### src/rtl/serial_transmitter.sv
// serial_transmitter
//   Parallel-in, serial-out asynchronous line transmitter. Takes one word
//   from a producer over a dav_/rfd four-phase handshake and emits it on txd
//   as an idle-high frame: start bit (0), DATA_BITS data bits LSB first,
//   optional even-parity cell, stop bit (1). Each cell is CLKS_PER_BIT clocks.
//
//   Build option: SERIAL_TX_PARITY_EN -- when defined, an even-parity cell
//   (XOR of the captured data bits) is inserted between the last data bit
//   and the stop bit.
//
// Ports:
//   clock    in   system clock, rising edge
//   reset_   in   synchronous reset, active low
//   dav_     in   data available from producer, active low
//   byte_in  in   [DATA_BITS-1:0] data, sampled only on the capture edge
//   rfd      out  ready for data (registered)
//   txd      out  serial line, idle high (registered)
//   busy     out  high from capture until the stop bit completes (registered)
module serial_transmitter #(
    parameter int DATA_BITS    = 8,
    parameter int CLKS_PER_BIT = 16
) (
    input  logic                 clock,
    input  logic                 reset_,
    input  logic                 dav_,
    input  logic [DATA_BITS-1:0] byte_in,
    output logic                 rfd,
    output logic                 txd,
    output logic                 busy
);

    localparam int CNT_W = $clog2(CLKS_PER_BIT);
    localparam int BIT_W = $clog2(DATA_BITS + 1);

    // PARITY is only reachable in the parity build.
    typedef enum logic [2:0] {
        IDLE, START, DATA, PARITY, STOP, WAIT_DAV
    } state_t;

    state_t               state_q, state_d;
    logic [CNT_W-1:0]     cnt_q, cnt_d;
    logic [BIT_W-1:0]     bit_q, bit_d;
    logic [DATA_BITS-1:0] shift_q, shift_d;
    logic                 txd_q, txd_d;
    logic                 rfd_q, rfd_d;
    logic                 busy_q, busy_d;
`ifdef SERIAL_TX_PARITY_EN
    logic                 parity_q, parity_d;
`endif

    logic cell_end;
    logic [CNT_W-1:0] cnt_next;

    assign cell_end = (cnt_q == CNT_W'(CLKS_PER_BIT - 1));
    assign cnt_next = cell_end ? '0 : cnt_q + CNT_W'(1);

    always_comb begin
        state_d = state_q;
        cnt_d   = cnt_q;
        bit_d   = bit_q;
        shift_d = shift_q;
        txd_d   = txd_q;
        rfd_d   = rfd_q;
        busy_d  = busy_q;
`ifdef SERIAL_TX_PARITY_EN
        parity_d = parity_q;
`endif
        case (state_q)
            IDLE: begin
                if (!dav_) begin
                    // Start bit goes out on the capture edge itself.
                    shift_d = byte_in;
`ifdef SERIAL_TX_PARITY_EN
                    parity_d = ^byte_in;
`endif
                    cnt_d   = '0;
                    bit_d   = '0;
                    txd_d   = 1'b0;
                    rfd_d   = 1'b0;
                    busy_d  = 1'b1;
                    state_d = START;
                end
            end
            START: begin
                cnt_d = cnt_next;
                if (cell_end) begin
                    bit_d   = '0;
                    txd_d   = shift_q[0];
                    state_d = DATA;
                end
            end
            DATA: begin
                cnt_d = cnt_next;
                if (cell_end) begin
                    shift_d = shift_q >> 1;
                    bit_d   = bit_q + BIT_W'(1);
                    if (bit_q == BIT_W'(DATA_BITS - 1)) begin
`ifdef SERIAL_TX_PARITY_EN
                        txd_d   = parity_q;
                        state_d = PARITY;
`else
                        txd_d   = 1'b1;
                        state_d = STOP;
`endif
                    end else begin
                        // Register the next bit now so txd stays a flop output.
                        txd_d = shift_q[1];
                    end
                end
            end
            PARITY: begin
                cnt_d = cnt_next;
                if (cell_end) begin
                    txd_d   = 1'b1;
                    state_d = STOP;
                end
            end
            STOP: begin
                cnt_d = cnt_next;
                if (cell_end) begin
                    busy_d = 1'b0;
                    // A dav_ still low here belongs to the frame just sent;
                    // wait for it to rise before offering rfd again.
                    if (dav_) begin
                        rfd_d   = 1'b1;
                        state_d = IDLE;
                    end else begin
                        state_d = WAIT_DAV;
                    end
                end
            end
            WAIT_DAV: begin
                if (dav_) begin
                    rfd_d   = 1'b1;
                    state_d = IDLE;
                end
            end
            default: state_d = IDLE;
        endcase
    end

    always_ff @(posedge clock) begin
        if (!reset_) begin
            state_q <= IDLE;
            cnt_q   <= '0;
            bit_q   <= '0;
            shift_q <= '0;
            txd_q   <= 1'b1;
            rfd_q   <= 1'b1;
            busy_q  <= 1'b0;
`ifdef SERIAL_TX_PARITY_EN
            parity_q <= 1'b0;
`endif
        end else begin
            state_q <= state_d;
            cnt_q   <= cnt_d;
            bit_q   <= bit_d;
            shift_q <= shift_d;
            txd_q   <= txd_d;
            rfd_q   <= rfd_d;
            busy_q  <= busy_d;
`ifdef SERIAL_TX_PARITY_EN
            parity_q <= parity_d;
`endif
        end
    end

    assign txd  = txd_q;
    assign rfd  = rfd_q;
    assign busy = busy_q;

endmodule
### config.mk
export PLATFORM = sky130hd
export DESIGN_NAME = serial_transmitter
export DESIGN_NICKNAME = d
export VERILOG_FILES = /design/src/rtl/serial_transmitter.sv
export SDC_FILE = /design/constraint.sdc
export NUM_CORES = 1
export LEC_CHECK = 0
export CAP_MARGIN = 10
export CORE_MARGIN = 2
export CORE_UTILIZATION = 35
export CTS_CLUSTER_SIZE = 14
export DETAILED_ROUTE_END_ITERATION = 12
export DONT_BUFFER_PORTS = 1
export GPL_ROUTABILITY_DRIVEN = 0
export PLACE_DENSITY_LB_ADDON = 0.3
export REMOVE_ABC_BUFFERS = 1
export SKIP_CTS_REPAIR_TIMING = 1
export SLEW_MARGIN = 25
export SYNTH_ARGS = -nofsm -noshare
export SYNTH_HDL_FRONTEND = slang
export SYNTH_SLANG_ARGS = --single-unit
### constraint.sdc
create_clock -name clock -period 1.6 [get_ports clock]
set_input_delay 0.16 -clock clock [delete_from_list [all_inputs] [get_ports clock]]
set_output_delay 0.16 -clock clock [all_outputs]
set_load 0.1 [all_outputs]
# Word level (Yosys, flattened, before mapping)
# Index checks and enable logic that the tools add are counted.
totals:
  reg_bits: 22
  inputBits: 11
  output_inout_bits: 3
  word_cells: 68
op_classes:
  addsub: 2
  eq_ne: 14
  muxes: 30
  reduce_logical: 15
op_table:
  columns: ["op", "count"]
  rows:
  - ["$mux 3", 8]
  - ["$pmux 3 s6", 1]
  - ["$mux 4", 4]
  - ["$mux 8", 2]
  - ["$pmux 8 s2", 1]
  - ["$ne 2x2->1 const B", 7]
  - ["$pmux 4 s3", 1]
  - ["$mux 1", 9]
  - ["$reduce_and 3->1", 3]
  - ["$add 4x1->4 const B", 2]
  - ["$pmux 4 s2", 1]
  - ["$reduce_and 7->1", 1]
  - ["$eq 3x2->1 const B", 2]
  - ["$eq 3x3->1 const B", 2]
  - ["$reduce_bool 2->1", 3]
  - ["$reduce_bool 3->1", 2]
  - ["$reduce_and 5->1", 1]
  - ["$eq 4x3->1 const B", 1]
  - ["$eq 4x4->1 const B", 1]
  - ["$pmux 1 s4", 1]
  - ["$reduce_and 4->1", 1]
  - ["$reduce_bool 4->1", 1]
  - ["$reduce_or 4->1", 1]
  - ["$eq 3x1->1 const B", 1]
  - ["4 further kinds", 4]

# Logic depth before layout (Yosys ltp)
logic_depth:
  depth_word: 4
  mapped_depth: 6
  depth_no_buf: 4

# Worst setup path after synthesis
# Ideal clock, no wire load.
synth_path:
  kind: "register -> register"
  startpoint: "register cnt_q[0]"
  endpoint: "register cnt_q[0]"
  setup_time_ns: 0.086
  arrival_ns: 1.477
  required_time_ns: 1.514
  slack_ns: 0.036
  path_stages_with_launch: 6
  n_path_buf: 1
  period_less_slack_ns: 1.564
  cell_sequence: "dfxtp_1 ha_1 and3_1 clkbuf_1 or3_1 a221oi_2"
synth_between:
  elab_chain_len: 3
  word_cells_on_any_way: 4
  cone_classes: "1 x add/sub; 1 x eq/ne; 2 x mux"
synth_lines:
  columns: ["item", "line_no", "source"]
  rows:
  - ["from (decl)", "41", "logic [CNT_W-1:0] cnt_q, cnt_d;"]
  - ["from (signal assigned)", "156", "cnt_q <= cnt_d;"]
  - ["$add 4x1->4 or $eq 4x4->1 (tied branches)", "55, 54", null]
  - ["$mux 4 (*)", "55", "assign cnt_next = cell_end ? '0 : cnt_q + CNT_W'(1);"]
  - ["$pmux 4 s2 (*)", "68", "case (state_q)"]
# Every way passes the cells marked *; elsewhere a longest branch is shown, timed or not.
# A chain may end at the register's enable or synchronous reset.

# Worst setup path after layout
layout_path:
  startpoint: "register cnt_q[1]"
  endpoint: "register cnt_q[0]"
layout_between:
  elab_chain_len: 3
layout_lines:
  columns: ["item", "line_no", "source"]
  rows:
  - ["$eq 4x4->1", "54", "assign cell_end = (cnt_q == CNT_W'(CLKS_PER_BIT - 1));"]
  - ["$mux 4", "55", null]
  - ["$pmux 4 s2", "68", null]
# Every way passes these cells.

==> impl_metrics.yaml <==
worst_setup_path:
  crit_path_start_kind: "flop"
  worst_r2r_path_depth: 4
  end_kind: "flop"
  crit_chain: "ha_1, and3_1, or3_1, a221oi_2"
  cp_data_arrival_time_ps: 1700
  worst-endpoint-required_ps: 1780
  critPathSlowestCell: "sky130_fd_sc_hd__or3_1"
  timing_worst_setup_path_type: "reg2reg"
  path_max_fanout: 7
  timing.critical_path.slowest_cell_delay_ps: 380
clock_network:
  cts_tree: "built"
  cts.path.max_buffers: 2
  htree_levels: 1
  clock-root-buffer: "sky130_fd_sc_hd__clkbuf_8"
  tritoncts.num_buffers: 3
  insertion_delay_ps: 260
  tritoncts_num_sinks: 22
  worst_setup_hold_path_clk_slew_ps: 80
final_layout:
  syn2layout_area_growth_pct: 14.12
  num-fill-cells: 357
  area_occupied_by_registers_sq_um: 442.9
  final_layout_size_suffix_gt1_share_pct: 18.79
  post-route-util_pct: 41.22
  post-route-cell-area_sq_mm: 0.001486
  multi_input_combinational_cell_area_sq_um: 763.2
  n_antenna_cell: 0
  design.final.nets: 163
sta:
  tightestPinTransition_ps: 466.4
  final-hold-violation-count: 0
  timing_max_transition_violations_final: 0
  setup_repair_after_global_routing_missed_its_margin: "no"
  period_needed_ps: 1519
  fmax_mhz: 658.4
  timing.max_slew.rel_slack_pct: 68.87
  setup_viol: 0
  min_period_over_period_pct: 94.93
  clock-skew-final_ps: 5.898
status:
  outcome: "finished, final reports clean"
power_and_ir_drop:
  internal_power_w: 0.0009858
  power.share.clock_pct: 39.3
  cellLeakagePower_nw: 0.5234
  seq_power_share_pct: 45.8
  switchingPower_w: 0.0003302
  design_power_w: 0.001316
  ir_worst_vdd_mv: 0.3503
  switching_share_pct: 25.09
  powerDensity_mw_per_mm2: 885.4
  power.combinational.fraction_pct: 14.8
synthesis:
  post_synth_instance_area_sq_mm: 0.001302
  syn-instance-count: 143
  ys_seq_elements: 22
  ys_async_sr_fraction_pct: 0
  yosysSeqAreaShare_pct: 33.81
  synth_enable_flop_cells: 0
  synth_largest_type_area_fraction_pct: 33.81
  yosys_warnings: 0
  synth_area_per_cell_sq_um: 9.108
  largest_area_contributor_in_the_synthesized_netlist: "sky130_fd_sc_hd__dfxtp_1"
  yosys-top-cells-area: "sky130_fd_sc_hd__dfxtp_1 (34%), sky130_fd_sc_hd__a211oi_1 (9.2%), sky130_fd_sc_hd__mux2i_1 (6.1%), sky130_fd_sc_hd__a21oi_1 (3.1%), sky130_fd_sc_hd__buf_6 (2.6%)"
  synth.distinct_cells: 50
  predominant_post_synthesis_flop_cell: "sky130_fd_sc_hd__dfxtp_1"
hold_path:
  worstHoldPathCells: 2
  min_path_type: "in2reg"
detailed_routing:
  via_count: 1128
  drt-vias-per-instance: 5.726
  postRouteWirelength_mm: 2.922
  detail-route-antenna-nets: 0
  drc: 0
  drt_pre_antenna_iters: 4
  dr.first_iter.drc_count: 40
  wl_per_cell_um: 14.83
global_routing:
  number_of_antenna_violations_at_the_first_check_in_global_routing: 0
  global_route_wire_length_before_repair_mm: 5.009
  grt_overflow: 0
  grt_pass1_vias: 1063
  global_route.usage.total_pct: 14.84
  grt_max_degree: 18
floorplan:
  die_h_um: 65.01
  die_area_sq_mm: 0.004226
  floorplan.io_pins: 14
  chipWidth_um: 65.01
  row_count: 22
  coreArea_sq_mm: 0.003606
  initial_utilization_pct: 36.12
placement:
  post-dp-hpwl_mm: 2.083
  postPlaceCellArea_sq_mm: 0.001399
  port_buffers: 0
job:
  cap_viol_max_count: 0
cell type report:
cell class                      count  area share, %
Clock buffer                        3          2.778
Clock inverter                      1          2.020
Inverter                            2         0.5050
Multi-Input combinational cell    103          51.35
Sequential cell                    22          29.80
Tap cell                           48          4.040
Timing Repair Buffer               18          9.512
logic make-up (layout without fill, tap and decap cells):
logic type / count (synthesis) / count (layout) / share of synthesized area (%)
multiplexers: 8 / 8 / 6.148
buffers and inverters: 18 / 24 / 7.589
XOR/XNOR: 1 / 1 / 0.6726
adder cells (fa/ha/maj): 2 / 2 / 1.921
AO/OA/AOI/OAI: 50 / 50 / 27.76
AND/OR/NAND/NOR: 42 / 42 / 22.10
flip-flops: 22 / 22 / 33.81
final timing paths:
| path | start | to | slack [ps] |
|---|---|---|---|
| setup / recovery | cnt_q[1] | cnt_q[0] | 80 |
| hold / removal | reset_ | bit_q[1] | 40 |
| setup reg to reg | cnt_q[1] | cnt_q[0] | 80 |
| hold reg to reg | rfd | rfd | 470 |
synth_stat cells, drive strengths merged (2+ instances only):
library cell	number
and4b	3
nor4	2
o311ai	2
nand2	7
a31oi	2
nand4	3
and3b	2
mux2i	8
dfxtp	22
nor4b	2
or3	2
o21ai	5
buf	8
inv	2
a21boi	2
o211ai	2
nor3	4
a221oi	2
ha	2
a21o	2
clkbuf	8
nand4b	2
a211oi	16
nor2b	2
nand3	5
nor3b	2
a21oi	8
worst max-delay path: cells and delay by family (launching register included):
| kind | cells | cell delay, ps |
|---|---|---|
| AO/OA/AOI/OAI | 1 | 240 |
| flip-flops | 1 | 350 |
| AND/OR/NAND/NOR | 2 | 640 |
| adder cells (fa/ha/maj) | 1 | 210 |
flip-flops by register name, summed over array words and instances (netlist names):
register and cells:
cnt_q 4, rfd 1, busy 1, state_q 3, shift_q 8, bit_q 4, txd 1
layer usage:
metal	routed length, um	vias to the layer above	track usage [%]	share of wire (%)
met5	0	-	0	0
met1	1517	545	21.26	52
li1	-	572	-	-
met4	34	0	6.383	1.2
met3	58	2	2.083	2.0
met2	1313	9	22.04	45
power groups by stage:
stage                     Sequential (W)  Clock (W)  Combinational (W)
final                           0.000603   0.000517           0.000195
after global routing            0.000608   0.000550           0.000210
after CTS                       0.000603   0.000531           0.000194
after detailed placement        0.000616          0           0.000193
after global placement          0.000615          0           0.000190
after floorplan                 0.000663          0          0.0000957
through the flow:
step / std cells / hold slack (ps) / worst slack [ps] / setup TNS [ps]
floorplan: 127 / 238.4 / -479.8 / -4577
global placement: 192 / 252.7 / 107.0 / 0
detailed placement: 192 / 253.8 / 82.17 / 0
CTS: 196 / -17.31 / 48.96 / 0
global route: 197 / 42.03 / 23.16 / 0
finish: 197 / 44.52 / 81.13 / 0
placed cells by master, fill, tap and decap left out, types with 3 or more instances in the layout:
cell type and n:
sky130_fd_sc_hd__o21ai_0 4, sky130_fd_sc_hd__a21oi_1 8, sky130_fd_sc_hd__nand4_1 3, sky130_fd_sc_hd__and4b_1 3, sky130_fd_sc_hd__nand3_1 5, sky130_fd_sc_hd__clkbuf_8 3
sky130_fd_sc_hd__buf_4 16, sky130_fd_sc_hd__a211oi_1 16, sky130_fd_sc_hd__mux2i_1 8, sky130_fd_sc_hd__dfxtp_1 20, sky130_fd_sc_hd__nand2_1 7, sky130_fd_sc_hd__nor3_1 4
(Power assumes the default switching activity.)
